==> src/rtl/seq_detect_arbiter_if.sv <==
// seq_detect_arbiter_if: client request/result bundle plus the shared-detector link; SEQ_ARB_STATS_EN adds the stats counters
interface seq_detect_arbiter_if #(
    parameter int NREQ  = 4,
    parameter int WIDTH = 16
);
    logic [NREQ-1:0]            req;
    logic [NREQ*WIDTH-1:0]      data;
    logic [NREQ-1:0]            grant;
    logic                       busy;
    logic                       det_rst;
    logic                       det_in;
    logic                       det_out;
    logic                       done;
    logic [$clog2(NREQ)-1:0]    done_id;
    logic [$clog2(WIDTH+1)-1:0] match_cnt;
`ifdef SEQ_ARB_STATS_EN
    logic [15:0]                frames_total;
    logic [15:0]                matches_total;
    modport master (
        input  req, data, det_out,
        output grant, busy, det_rst, det_in, done, done_id, match_cnt, frames_total, matches_total
    );
    modport slave (
        output req, data, det_out,
        input  grant, busy, det_rst, det_in, done, done_id, match_cnt, frames_total, matches_total
    );
`else
    modport master (
        input  req, data, det_out,
        output grant, busy, det_rst, det_in, done, done_id, match_cnt
    );
    modport slave (
        output req, data, det_out,
        input  grant, busy, det_rst, det_in, done, done_id, match_cnt
    );
`endif
endinterface

==> src/rtl/seq_detect_arbiter.sv <==
// seq_detect_arbiter: round-robin sharing of one serial "101" detector; optional SEQ_ARB_STATS_EN adds frame/match totals
module seq_detect_arbiter #(
    parameter int NREQ    = 4,
    parameter int WIDTH   = 16,
    parameter int DET_LAT = 2
) (
    input logic clk,
    input logic rst,
    seq_detect_arbiter_if.master bus
);
    localparam int IW = $clog2(NREQ);
    localparam int KW = $clog2(WIDTH + DET_LAT + 1);

    typedef enum logic [2:0] {IDLE, CLR, SHIFT, DRAIN, DONE} state_t;

    state_t            state;
    logic [IW-1:0]     ptr;
    logic [IW-1:0]     gidx;
    logic [IW-1:0]     pick;
    logic [IW-1:0]     idx;
    logic              found;
    logic [WIDTH-1:0]  pick_data;
    logic [WIDTH-1:0]  sr;
    logic [KW-1:0]     k;
    logic              in_win;

    // first requester at or after the pointer, scanning the farthest offset first so the nearest wins
    always_comb begin
        pick  = ptr;
        idx   = ptr;
        found = 1'b0;
        for (int i = NREQ - 1; i >= 0; i--) begin
            idx = IW'((int'(ptr) + i) % NREQ);
            if (bus.req[idx]) begin
                pick  = idx;
                found = 1'b1;
            end
        end
        pick_data = '0;
        for (int i = 0; i < NREQ; i++)
            if (IW'(i) == pick) pick_data = bus.data[i*WIDTH +: WIDTH];
    end

    // detector output is meaningful only once the first bit has propagated and until the last bit has
    assign in_win = (int'(k) >= DET_LAT) && (int'(k) < WIDTH + DET_LAT);

    // scheduler FSM: arbitrate, clear the detector, shift the frame LSB-first, drain, report
    always_ff @(posedge clk) begin
        if (rst) begin
            state         <= IDLE;
            ptr           <= '0;
            gidx          <= '0;
            sr            <= '0;
            k             <= '0;
            bus.grant     <= '0;
            bus.busy      <= 1'b0;
            bus.det_rst   <= 1'b1;
            bus.det_in    <= 1'b0;
            bus.done      <= 1'b0;
            bus.done_id   <= '0;
            bus.match_cnt <= '0;
        end else begin
            if ((state == SHIFT || state == DRAIN) && bus.det_out && in_win)
                bus.match_cnt <= bus.match_cnt + 1'b1;
            case (state)
                IDLE: begin
                    bus.det_rst <= 1'b0;
                    if (found) begin
                        state         <= CLR;
                        gidx          <= pick;
                        sr            <= pick_data;
                        k             <= '0;
                        bus.grant     <= NREQ'(1) << pick;
                        bus.busy      <= 1'b1;
                        bus.det_rst   <= 1'b1;
                        bus.match_cnt <= '0;
                    end
                end
                CLR: begin
                    state       <= SHIFT;
                    bus.det_rst <= 1'b0;
                    bus.det_in  <= sr[0];
                    sr          <= sr >> 1;
                end
                SHIFT: begin
                    k <= k + 1'b1;
                    if (int'(k) == WIDTH - 1) begin
                        state      <= DRAIN;
                        bus.det_in <= 1'b0;
                    end else begin
                        bus.det_in <= sr[0];
                        sr         <= sr >> 1;
                    end
                end
                DRAIN: begin
                    k <= k + 1'b1;
                    if (int'(k) == WIDTH + DET_LAT - 1) begin
                        state       <= DONE;
                        bus.done    <= 1'b1;
                        bus.done_id <= gidx;
                    end
                end
                DONE: begin
                    state     <= IDLE;
                    ptr       <= (int'(gidx) == NREQ - 1) ? '0 : gidx + 1'b1;
                    bus.done  <= 1'b0;
                    bus.busy  <= 1'b0;
                    bus.grant <= '0;
                end
                default: state <= IDLE;
            endcase
        end
    end

`ifdef SEQ_ARB_STATS_EN
    logic [16:0] msum;

    assign msum = {1'b0, bus.matches_total} + 17'(bus.match_cnt);

    // saturating totals, updated once per finished frame while match_cnt holds the result
    always_ff @(posedge clk) begin
        if (rst) begin
            bus.frames_total  <= '0;
            bus.matches_total <= '0;
        end else if (state == DONE) begin
            bus.frames_total  <= (&bus.frames_total) ? bus.frames_total : bus.frames_total + 1'b1;
            bus.matches_total <= msum[16] ? 16'hFFFF : msum[15:0];
        end
    end
`endif
endmodule

==> src/flat_wrapper.sv <==
// flat-port wrapper written by rule: the top's interface ports become plain ports
module seq_detect_arbiter_flat 
#(
    parameter int NREQ    = 4,
    parameter int WIDTH   = 16,
    parameter int DET_LAT = 2
)
  (clk, rst, bus_req, bus_data, bus_det_out, bus_grant, bus_busy, bus_det_rst, bus_det_in, bus_done, bus_done_id, bus_match_cnt);
  seq_detect_arbiter_if #(.NREQ(NREQ), .WIDTH(WIDTH)) bus_i ();
  input logic clk;
  input logic rst;
  input wire logic [$bits(bus_i.req)-1:0] bus_req;
  input wire logic [$bits(bus_i.data)-1:0] bus_data;
  input wire logic [$bits(bus_i.det_out)-1:0] bus_det_out;
  output wire logic [$bits(bus_i.grant)-1:0] bus_grant;
  output wire logic [$bits(bus_i.busy)-1:0] bus_busy;
  output wire logic [$bits(bus_i.det_rst)-1:0] bus_det_rst;
  output wire logic [$bits(bus_i.det_in)-1:0] bus_det_in;
  output wire logic [$bits(bus_i.done)-1:0] bus_done;
  output wire logic [$bits(bus_i.done_id)-1:0] bus_done_id;
  output wire logic [$bits(bus_i.match_cnt)-1:0] bus_match_cnt;
  assign bus_i.req = bus_req;
  assign bus_i.data = bus_data;
  assign bus_i.det_out = bus_det_out;
  assign bus_grant = bus_i.grant;
  assign bus_busy = bus_i.busy;
  assign bus_det_rst = bus_i.det_rst;
  assign bus_det_in = bus_i.det_in;
  assign bus_done = bus_i.done;
  assign bus_done_id = bus_i.done_id;
  assign bus_match_cnt = bus_i.match_cnt;
  seq_detect_arbiter #(.NREQ(NREQ), .WIDTH(WIDTH), .DET_LAT(DET_LAT)) u_core (.clk(clk), .rst(rst), .bus(bus_i));
endmodule
==> config.mk <==
export PLATFORM = sky130hd
export DESIGN_NAME = seq_detect_arbiter_flat
export DESIGN_NICKNAME = d
export VERILOG_FILES = /design/src/rtl/seq_detect_arbiter_if.sv /design/src/rtl/seq_detect_arbiter.sv /design/src/flat_wrapper.sv
export SDC_FILE = /design/constraint.sdc
export NUM_CORES = 1
export LEC_CHECK = 0
export BUFFER_PORTS_ARGS = -buffer_cell sky130_fd_sc_hd__buf_2
export CORE_MARGIN = 2
export CORE_UTILIZATION = 50
export CTS_CLUSTER_DIAMETER = 200
export DETAILED_ROUTE_END_ITERATION = 10
export PLACE_DENSITY = 0.9
export SLEW_MARGIN = 20
export SYNTH_ARGS = -nofsm -noshare
export SYNTH_HDL_FRONTEND = slang
export SYNTH_SLANG_ARGS = --single-unit
==> constraint.sdc <==
create_clock -name clk -period 2.6 [get_ports clk]
set_clock_uncertainty 0.1 [all_clocks]
set_input_delay 0.39 -clock clk [delete_from_list [all_inputs] [get_ports clk]]
set_output_delay 0.39 -clock clk [all_outputs]
set_load 0.005 [all_outputs]
==> results.md, run 1 <==
* Overall Global Routing Usage at 25.36%
* F_max at 406.6 MHz
* Hold_sp: bus_data[28]
* FFs w/ async S/R, synth at 0%
* Post-synthesis simple-gate area fraction at 18.25%
* CTS tree: done
* Syn nets at 439
* Nature of the critical path startpoint: register
* Core ar. at 5439 µm²
* Register bit total from synthesis at 43
* CP max-delay cell: or3b_2
* CTS H-tree lvls at 2
* Vias after detailed routing at 2998
* Drt wl/cell at 14.63 µm
* Worst Hold Class: primary input to register
* Largest family of logic cells by synthesized area: compound AO/OA/AOI/OAI gates
* Mean Syn Cell Area at 7.707 µm²
* Iter 0 DRT Violations at 244
* Crit path max fanout at 9
* Reg-to-reg slack, setup at 0.14 ns
* Longest Clk Path Bufs at 2
* Fin crit period at 2.459 ns
* Die area at 6209 µm²
* Clock Root Buffer: clkbuf_8
* Placed Area at 3242 µm²
* Pwr dens at 527.6 nW/µm²
* WHS Path Cells at 3
* Most frequent cells in the layout: 85 x buf_2, 43 x dfxtp_1, 35 x o21ai_0
* Post-Syn Instances at 363
* Worst-Skew Late Latency at 0.30 ns
* WHS Endpoint: u_core.sr[12]$_SDFFE_PP0P_
* Fin area at 3346 µm²
* Crit path largest cell delay at 0.47 ns
* CP Cell Sequence: ha_1, and3_1, ha_1, or3b_2, a21boi_2, o21a_1, o21ai_0, o31ai_1
* Initial core utilization at 51.44%
* Post-route setup TNS at 0 ns
* Reg2Reg Launch Point: u_core.k[0]$_SDFFE_PP0P_
* CP Capture Type: register
* Routed Antenna Nets at 0
* GPL Wtd Cong at 0.8535
* # diodes at 0
* RSZ-0062 raised after global routing: no
* Crit Reg-Reg Endpoint: u_core.sr[6]$_SDFFE_PP0P_
* Post-CTS setup buffer count at 0
* Remaining Overflow, GRT at 0
* DR DRC count at 0
* Peak VDD IR at 0.0003087 V
* Register area share after synthesis at 30.77%
* DIE WIDTH at 78.80 µm
* CP Buf/Inv Count at 0
* TritonRoute pass-1 iters at 6
* Layout Cells excl Fill at 509
* Setup violations, final at 0
* Vias in the first global route at 2874
* Post-route setup slack at 0.1408 ns
* Number of enable flip-flop cells after synthesis at 0
* Leakage at 1.473 nW
* Req. time, crit path at 2.68 ns
* Most common cell after layout, fill and taps aside: buf_2
* Critical path arrival at 2.54 ns
* Status: completed
* DR vias/cell at 5.890
* Initial antenna violation count at 0
* Multiplexer share of the synthesized area at 2.907%
* Fin. max-slew vios at 0
* Max Cap Viol at 0
* PortBufs at 85
* Cell class contributing the biggest share of worst-path delay: compound AO/OA/AOI/OAI gates
* Total power at 1.765 mW
* Setup CP Type: register to register
* Post-synthesis cell type count at 53
* Ports at 86
* CTS clk-pin slew, worst paths at 0.08 ns
* Place WS at 0.1683 ns
* Global-route wire length before repair at 12.72 mm
* Slew of the pin with the lowest slew margin at 0.7173 ns
* Largest net degree at the start of global routing at 40
* Clock sink count at 43
* Syn. warnings at 0
* WL final at 7.448 mm
* Period utilisation layout at 94.58%
* Reg2Reg Depth at 8
* Mapped cell area at 2798 µm²
* Share of layout cells above drive strength 1 at 27.23%
* Synth Area in XOR/XNOR at 1.565%
* Detailed Place HPWL at 5.352 mm
* Final Hold Fails at 0
* Row cnt at 27
* TritonCTS Buffers at 5
* Post-CTS Hold Fix Bufs at 0
* Relative slew slack at 52.18%
* Most used cell along the critical path: ha_1
* Top FF cell, synth: dfxtp_1
* NumNets Final at 512
* Synthesis-to-layout area growth at 19.59%
* Placed cell count at 501
* Adder-Cell Fraction of Synth Area at 2.236%
* Synth Area in Compound Gates at 36.49%
* Crit path from: u_core.k[0]$_SDFFE_PP0P_
* DIE HEIGHT at 78.80 µm
[area by class of cell]
class | instances | area, µm²
clock buffer | 8 | 100.1
fill | 468 | 2093
inverter | 23 | 86.33
multi-input combinational | 270 | 1723
sequential | 43 | 860.8
tap | 72 | 90.09
timing repair buffer | 93 | 485.5
[tightest hold or removal path: cells and delay by family]
family / cells / cell delay, ns
AO/OA/AOI/OAI: 2 / 0.19
buffers and inverters: 1 / 0.09
[sequential cells by signal (all words and copies together), names as in the netlist]
name	count
u_core.sr	16
u_core.bus.match_cnt	5
u_core.k	5
u_core.bus.grant	4
u_core.state	3
u_core.bus.done_id	2
u_core.gidx	2
u_core.ptr	2
u_core.bus.busy	1
u_core.bus.det_in	1
u_core.bus.det_rst	1
u_core.bus.done	1
[cell families after synthesis]
group           count (synthesis)
xor+xnor                        5
fa+ha+maj                       5
flops                          43
compound gates                149
mux                             8
buf+inv                        50
simple gates                  103
[stage by stage]
step	util (%)	hold slack, ns
finish	61.51	0.3210
global route	61.51	0.3268
CTS	61.44	0.3171
detailed placement	59.60	0.3481
global placement	59.60	0.3443
floorplan	-	0.3527
[per-layer routing]
layer | GRT usage (%) | vias up | wire length (µm)
met3 | 5.795 | 11 | 584
met2 | 44.87 | 145 | 3700
met5 | 0 | - | 0
li1 | - | 1469 | -
met1 | 30.00 | 1373 | 3036
met4 | 8.947 | 0 | 127
[timing repair]
| action | 4_1_cts | 5_1_grt |
|---|---|---|
| endpoints found under the hold margin | 0 | 0 |
| endpoints found under the setup margin | 0 | 3 |
| gates resized for setup | 0 | 1 |
[Yosys cell counts (2+ instances only)]
cell type,number,area share [%]
dfxtp_1,43,31
o21ai_0,35,6.3
nor2_1,31,4.2
nand2_1,28,3.8
a21oi_1,21,3.8
inv_1,21,2.8
clkbuf_1,18,2.4
o31ai_1,16,4.3
o22ai_1,15,3.4
o21a_1,11,3.0
a211oi_2,10,4.5
nand3_1,10,1.8
a21boi_0,8,2.1
a21boi_1,8,2.1
a211oi_1,7,1.9
mux2i_1,7,2.5
buf_2,5,0.89
ha_1,5,2.2
nand2b_1,5,1.1
nor2b_1,5,1.1
nor3_1,5,0.89
a31oi_1,4,0.89
xor2_1,4,1.3
buf_6,3,1.2
or4_1,3,0.80
a21o_1,2,0.54
a22oi_1,2,0.54
and3_1,2,0.45
nand4_1,2,0.45
o41ai_1,2,0.63
or3_1,2,0.45
or3b_2,2,0.63
[worst max-delay path by stage]
stage	endpoint	depth (start not counted)
after global routing	u_core.sr[11]$_SDFFE_PP0P_	8
final	u_core.sr[6]$_SDFFE_PP0P_	8
after global placement	u_core.sr[13]$_SDFFE_PP0P_	8
after CTS	u_core.sr[6]$_SDFFE_PP0P_	8
after detailed placement	u_core.sr[6]$_SDFFE_PP0P_	8
after floorplan	u_core.sr[10]$_SDFFE_PP0P_	9
[power by group]
part           internal, mW  leakage [nW]  switching [mW]
Combinational         0.217          1.07           0.276
Clock                 0.242        0.0515           0.220
Sequential            0.744         0.353          0.0658
Total                  1.20          1.47           0.562
Power figures use the tool's default switching activity.
==> run 2: changes to the inputs <==
--- a/config.mk
+++ b/config.mk
@@ -6,6 +6,7 @@
 export NUM_CORES = 1
 export LEC_CHECK = 0
 export BUFFER_PORTS_ARGS = -buffer_cell sky130_fd_sc_hd__buf_2
+export CORE_ASPECT_RATIO = 1.1
 export CORE_MARGIN = 2
 export CORE_UTILIZATION = 50
 export CTS_CLUSTER_DIAMETER = 200
==> run 2 against run 1 <==
Clock-buffer cell count down 3. Critical path depth unchanged. Maximum frequency up 2.0%. Critical path type unchanged. Critical endpoint is now u_core.sr[13]$_SDFFE_PP0P_. Highest routed layer unchanged.
==> results.md, run 2 (synthesis results as in run 1) <==
* TritonCTS Buffers at 5 (unchanged)
* Longest Clk Path Bufs at 2 (unchanged)
* CTS clk-pin slew, worst paths at 0.09 ns (about the same)
* Most frequent cells in the layout: 85 x buf_2, 43 x dfxtp_1, 35 x o21ai_0
* Share of layout cells above drive strength 1 at 27.56% (+0.33 points)
* WHS Path Cells at 3 (unchanged)
* CP Capture Type: register
* Fin. max-slew vios at 0 (unchanged)
* Post-route setup TNS at 0 ns (unchanged)
* Place WS at 0.2086 ns (+0.04037 ns)
* Relative slew slack at 51.47% (-0.71 points)
* Synthesis-to-layout area growth at 19.90%
* Drt wl/cell at 14.18 µm (-3.1%)
* Post-CTS setup buffer count at 0 (unchanged)
* Most common cell after layout, fill and taps aside: buf_2
* F_max at 414.7 MHz (+2.0%)
* Slew of the pin with the lowest slew margin at 0.7279 ns (+0.01060 ns)
* Register bank with the most flops: u_core.sr
* Reg2Reg Launch Point: u_core.k[0]$_SDFFE_PP0P_
* Routed Antenna Nets at 0 (unchanged)
* CP Cell Sequence: ha_1, and3_1, ha_1, or3b_2, a21boi_1, o21a_1, o21ai_0, o31ai_1
* Footprint of the multi-input gates at 1719 µm² (-0.22%)
* PostCTS Resize Cnt at 0 (unchanged)
* DR vias/cell at 5.706 (-3.1%)
* Leakage at 1.473 nW (about the same)
* Total power at 1.744 mW (-1.2%)
* Vias after detailed routing at 2933 (-2.2%)
* # fillers at 502 (+7.3%)
* WHS Endpoint: u_core.sr[1]$_SDFFE_PP0P_
* Worst Hold Class: primary input to register
* Clock sink count at 43 (unchanged)
* Max FFs per register at 16 (unchanged)
* Iter 0 DRT Violations at 227 (-7.0%)
* Crit path from: u_core.k[0]$_SDFFE_PP0P_
* Row cnt at 28 (+3.7%)
* Largest net degree at the start of global routing at 40 (unchanged)
* Final Hold Fails at 0 (unchanged)
* Remaining Overflow, GRT at 0 (unchanged)
* Initial antenna violation count at 0 (unchanged)
* Worst-Skew Late Latency at 0.31 ns (about the same)
* Post-CTS Hold Fix Bufs at 0 (unchanged)
* Period utilisation layout at 92.74% (-1.8 points)
* DIE WIDTH at 75.32 µm (-4.4%)
* Register Area at 860.8 µm² (unchanged)
* RSZ-0062 raised after global routing: no
* Crit path largest cell delay at 0.46 ns (about the same)
* WL final at 7.291 mm (-2.1%)
* Setup violations, final at 0 (unchanged)
* Placed Area at 3261 µm² (+0.58%)
* DIE HEIGHT at 82.46 µm (+4.6%)
* Final hold slack at 0.3095 ns (-0.01156 ns)
* DR DRC count at 0 (unchanged)
* # diodes at 0 (unchanged)
* Ports at 86 (unchanged)
* NumNets Final at 514 (+0.39%)
* Reg-to-reg slack, setup at 0.19 ns (+0.05 ns)
* Setup CP Type: register to register
* Fin crit period at 2.411 ns (-0.04790 ns)
* Max Cap Viol at 0 (unchanged)
* Most used cell along the critical path: ha_1
* Status: completed
* Req. time, crit path at 2.69 ns (about the same)
* Detailed Place HPWL at 5.391 mm (+0.74%)
* CTS H-tree lvls at 2 (unchanged)
* Critical path arrival at 2.51 ns (-0.03 ns)
* PortBufs at 85 (unchanged)
* Overall Global Routing Usage at 25.54% (+0.18 points)
* Fin area at 3354 µm² (+0.26%)
* GPL Wtd Cong at 0.9020 (+5.7%)
* CP max-delay cell: or3b_2
* Crit Reg-Reg Endpoint: u_core.sr[13]$_SDFFE_PP0P_
* Largest regs: u_core.sr (16), u_core.bus.match_cnt (5), u_core.k (5)
* Die area at 6211 µm² (about the same)
* Core ar. at 5395 µm² (-0.81%)
* Clock Root Buffer: clkbuf_8
* TritonRoute pass-1 iters at 4 (-2)
* Global-route wire length before repair at 12.42 mm (-2.4%)
* Post-route setup slack at 0.1887 ns (+0.04790 ns)
* Nature of the critical path startpoint: register
* CTS tree: done
* Hold_sp: bus_data[17]
* Peak VDD IR at 0.0002411 V (-22%)
* Reg2Reg Depth at 8 (unchanged)
* Pwr dens at 519.8 nW/µm² (-1.5%)
* Initial core utilization at 51.86% (+0.42 points)
* Vias in the first global route at 2899 (+0.87%)
* Crit path max fanout at 9 (unchanged)
run 2: changes by cell type in the layout (fill, tap and decap cells not counted):
cell	previous run	this run
clkbuf_1	1	0
clkbuf_8	7	5
a21boi_2	1	0
clkinvlp_4	0	1
clkinv_4	0	2
a21boi_1	7	8
buf_4	8	10
run 2: critical path: cells and delay by family, from the launching register on:
family | cells | cell delay, ns
AO/OA/AOI/OAI | 4 | 0.72
adder cells (fa/ha/maj) | 2 | 0.46
flip-flops | 1 | 0.36
AND/OR/NAND/NOR | 2 | 0.64
run 2: final cells by class:
cell class / instances / share of cell area (%)
Multi-Input combinational cell: 270 / 51.25
Sequential cell: 43 / 25.66
Timing Repair Buffer: 95 / 14.92
Tap cell: 75 / 2.797
Inverter: 23 / 2.574
Clock buffer: 5 / 2.051
Clock inverter: 3 / 0.7460
run 2: how the worst max path moves through the flow:
stage                                       to  depth (start not counted)
floorplan           u_core.sr[10]$_SDFFE_PP0P_                          9
global placement    u_core.sr[12]$_SDFFE_PP0P_                          8
detailed placement  u_core.sr[13]$_SDFFE_PP0P_                          8
CTS                 u_core.sr[13]$_SDFFE_PP0P_                          8
global route         u_core.sr[5]$_SDFFE_PP0P_                          8
finish              u_core.sr[13]$_SDFFE_PP0P_                          8
run 2: per-stage QoR:
| stage | util [%] | cells |
|---|---|---|
| detailed placement | 60.44 | 506 |
| global route | 62.18 | 514 |
| floorplan | - | 363 |
| finish | 62.18 | 514 |
| CTS | 62.18 | 514 |
| global placement | 60.44 | 506 |
run 2: layer usage:
metal / wire (µm) / GRT usage, %
met1: 3086 / 29.01
met2: 3751 / 46.70
met3: 326 / 4.126
met4: 127 / 10.53
met5: 0 / 0
run 2: power breakdown:
group / switching, mW / internal (mW)
sequential: 0.0644 / 0.744
combinational: 0.270 / 0.218
clock: 0.255 / 0.192
total: 0.589 / 1.15
==> run 3: changes to the inputs <==
--- a/config.mk
+++ b/config.mk
@@ -11,7 +11,7 @@
 export CORE_UTILIZATION = 50
 export CTS_CLUSTER_DIAMETER = 200
 export DETAILED_ROUTE_END_ITERATION = 10
-export PLACE_DENSITY = 0.9
+export PLACE_DENSITY = 0.78
 export SLEW_MARGIN = 20
 export SYNTH_ARGS = -nofsm -noshare
 export SYNTH_HDL_FRONTEND = slang
==> run 3 against run 2 <==
Cell count is 0.19% lower. Maximum frequency increased by 0.49%. Die area unchanged. Largest power group unchanged. Critical path type unchanged. Flip-flop and latch count is the same. Critical endpoint unchanged. Highest routed layer unchanged.
==> results.md, run 3 (synthesis results as in run 1) <==
* Reg2Reg Depth at 8 (unchanged)
* Most used cell along the critical path: ha_1
* Remaining Overflow, GRT at 0 (unchanged)
* DIE WIDTH at 75.32 µm (unchanged)
* Worst-Skew Late Latency at 0.29 ns (-0.02 ns)
* Die area at 6211 µm² (unchanged)
* Clock sink count at 43 (unchanged)
* Overall Global Routing Usage at 25.26% (-0.28 points)
* Register bank with the most flops: u_core.sr
* WHS Path Cells at 3 (unchanged)
* # fillers at 528 (+5.2%)
* Row cnt at 28 (unchanged)
* Status: completed
* NumNets Final at 513 (-0.19%)
* WL final at 7.179 mm (-1.5%)
* Most frequent cells in the layout: 85 x buf_2, 43 x dfxtp_1, 35 x o21ai_0
* RSZ-0062 raised after global routing: no
* Final Hold Fails at 0 (unchanged)
* CTS H-tree lvls at 2 (unchanged)
* Pwr dens at 524.1 nW/µm² (+0.82%)
* Longest Clk Path Bufs at 2 (unchanged)
* Crit path max fanout at 9 (unchanged)
* CP Cell Sequence: ha_1, and3_1, ha_1, or3b_2, a21boi_1, o21a_1, o21ai_0, o31ai_1
* Footprint of the multi-input gates at 1719 µm² (unchanged)
* Setup violations, final at 0 (unchanged)
* Post-CTS Hold Fix Bufs at 0 (unchanged)
* Routed Antenna Nets at 0 (unchanged)
* Vias in the first global route at 2732 (-5.8%)
* Detailed Place HPWL at 5.225 mm (-3.1%)
* Worst Hold Class: primary input to register
* DR DRC count at 0 (unchanged)
* Register Area at 860.8 µm² (unchanged)
* CTS tree: done
* Relative slew slack at 53.69% (+2.2 points)
* Crit path largest cell delay at 0.46 ns (about the same)
* Final core occ at 62.15% (about the same)
* PortBufs at 85 (unchanged)
* Critical path arrival at 2.48 ns (-0.03 ns)
* Peak VDD IR at 0.0002771 V (+15%)
* Iter 0 DRT Violations at 146 (-36%)
* Cell class contributing the biggest share of worst-path delay: compound AO/OA/AOI/OAI gates
* WHS Endpoint: u_core.sr[11]$_SDFFE_PP0P_
* Drt wl/cell at 13.99 µm (-1.3%)
* Slew of the pin with the lowest slew margin at 0.6931 ns (-0.03483 ns)
* CP max-delay cell: or3b_2
* Core ar. at 5395 µm² (unchanged)
* Post-route setup TNS at 0 ns (unchanged)
* Reg-to-reg slack, setup at 0.20 ns (about the same)
* Initial antenna violation count at 0 (unchanged)
* Synthesis-to-layout area growth at 19.86% (about the same)
* Vias after detailed routing at 2929 (-0.14%)
* TritonCTS Buffers at 5 (unchanged)
* CTS clk-pin slew, worst paths at 0.08 ns (about the same)
* F_max at 416.8 MHz (+0.49%)
* # diodes at 0 (unchanged)
* Max Cap Viol at 0 (unchanged)
* TritonRoute pass-1 iters at 4 (unchanged)
* Reg2Reg Launch Point: u_core.k[0]$_SDFFE_PP0P_
* Initial core utilization at 51.86% (unchanged)
* CP Capture Type: register
* Post-CTS setup buffer count at 0 (unchanged)
* Ports at 86 (unchanged)
* GPL Wtd Cong at 0.8505 (-5.7%)
* Largest net degree at the start of global routing at 40 (unchanged)
* Setup CP Type: register to register
* DIE HEIGHT at 82.46 µm (unchanged)
* Period utilisation layout at 92.29% (-0.45 points)
* Fin. max-slew vios at 0 (unchanged)
* CP Buf/Inv Count at 0 (unchanged)
* Largest regs: u_core.sr (16), u_core.bus.match_cnt (5), u_core.k (5)
* Fin crit period at 2.399 ns (-0.01182 ns)
* Share of layout cells above drive strength 1 at 27.17% (-0.39 points)
* Clock Root Buffer: clkbuf_8
* Max FFs per register at 16 (unchanged)
* Global-route wire length before repair at 12.25 mm (-1.4%)
* Most common cell after layout, fill and taps aside: buf_2
* Crit Reg-Reg Endpoint: u_core.sr[13]$_SDFFE_PP0P_
* Leakage at 1.477 nW (+0.21%)
* Req. time, crit path at 2.68 ns (about the same)
* Nature of the critical path startpoint: register
* Hold_sp: bus_data[27]
* DR vias/cell at 5.710 (about the same)
* PostCTS Resize Cnt at 0 (unchanged)
## run 3: layout make-up
type,instances,area share (%)
sequential,43,25.67
tap,75,2.799
timing repair buffer,94,14.70
multi-input combinational,270,51.27
inverter,23,2.575
clock buffer,8,2.985
## run 3: how the worst max path moves through the flow
stage | depth (start not counted) | from | slack [ns] | end
2_1_floorplan | 9 | u_core.k[0]$_SDFFE_PP0P_ | 0.25 | u_core.sr[10]$_SDFFE_PP0P_
3_3_place_gp | 8 | u_core.k[0]$_SDFFE_PP0P_ | 0.27 | u_core.sr[11]$_SDFFE_PP0P_
3_5_place_dp | 8 | u_core.k[0]$_SDFFE_PP0P_ | 0.19 | u_core.sr[13]$_SDFFE_PP0P_
4_1_cts | 8 | u_core.k[0]$_SDFFE_PP0P_ | 0.20 | u_core.sr[13]$_SDFFE_PP0P_
5_1_grt | 8 | u_core.k[0]$_SDFFE_PP0P_ | 0.04 | u_core.sr[8]$_SDFFE_PP0P_
6_report | 8 | u_core.k[0]$_SDFFE_PP0P_ | 0.20 | u_core.sr[13]$_SDFFE_PP0P_
## run 3: worst register-to-register path: stages (launching register included)
cell and delay [ns]:
dfxtp_1 0.35, ha_1 0.22, and3_1 0.18, ha_1 0.24, or3b_2 0.46, a21boi_1 0.24, o21a_1 0.26, o21ai_0 0.14
o31ai_1 0.10
## run 3: report_power, final
group	switching [mW]	internal, mW	leakage, nW	total, mW
combinational	0.267	0.219	1.07	0.486
clock	0.224	0.243	0.0515	0.466
sequential	0.0612	0.744	0.353	0.805
## run 3: metrics by stage
step | hold slack [ns] | instances | instance area [µm²] | setup slack [ns] | total power [mW]
4_1_cts | 0.3166 | 513 | 3353 | 0.1989 | 1.764
3_3_place_gp | 0.3415 | 505 | 3253 | 0.2691 | 1.289
5_1_grt | 0.3280 | 513 | 3353 | 0.04168 | 1.876
2_1_floorplan | 0.3527 | 363 | 2798 | 0.2475 | 1.157
6_report | 0.3170 | 513 | 3353 | 0.2006 | 1.757
3_5_place_dp | 0.3460 | 505 | 3253 | 0.1938 | 1.302
## run 3: metal layers
metal	up-vias	share of wire [%]	GRT usage, %
li1	1473	-	-
met1	1362	44	32.39
met2	85	49	42.35
met3	9	5.4	5.097
met4	0	1.4	7.895
met5	-	0	0
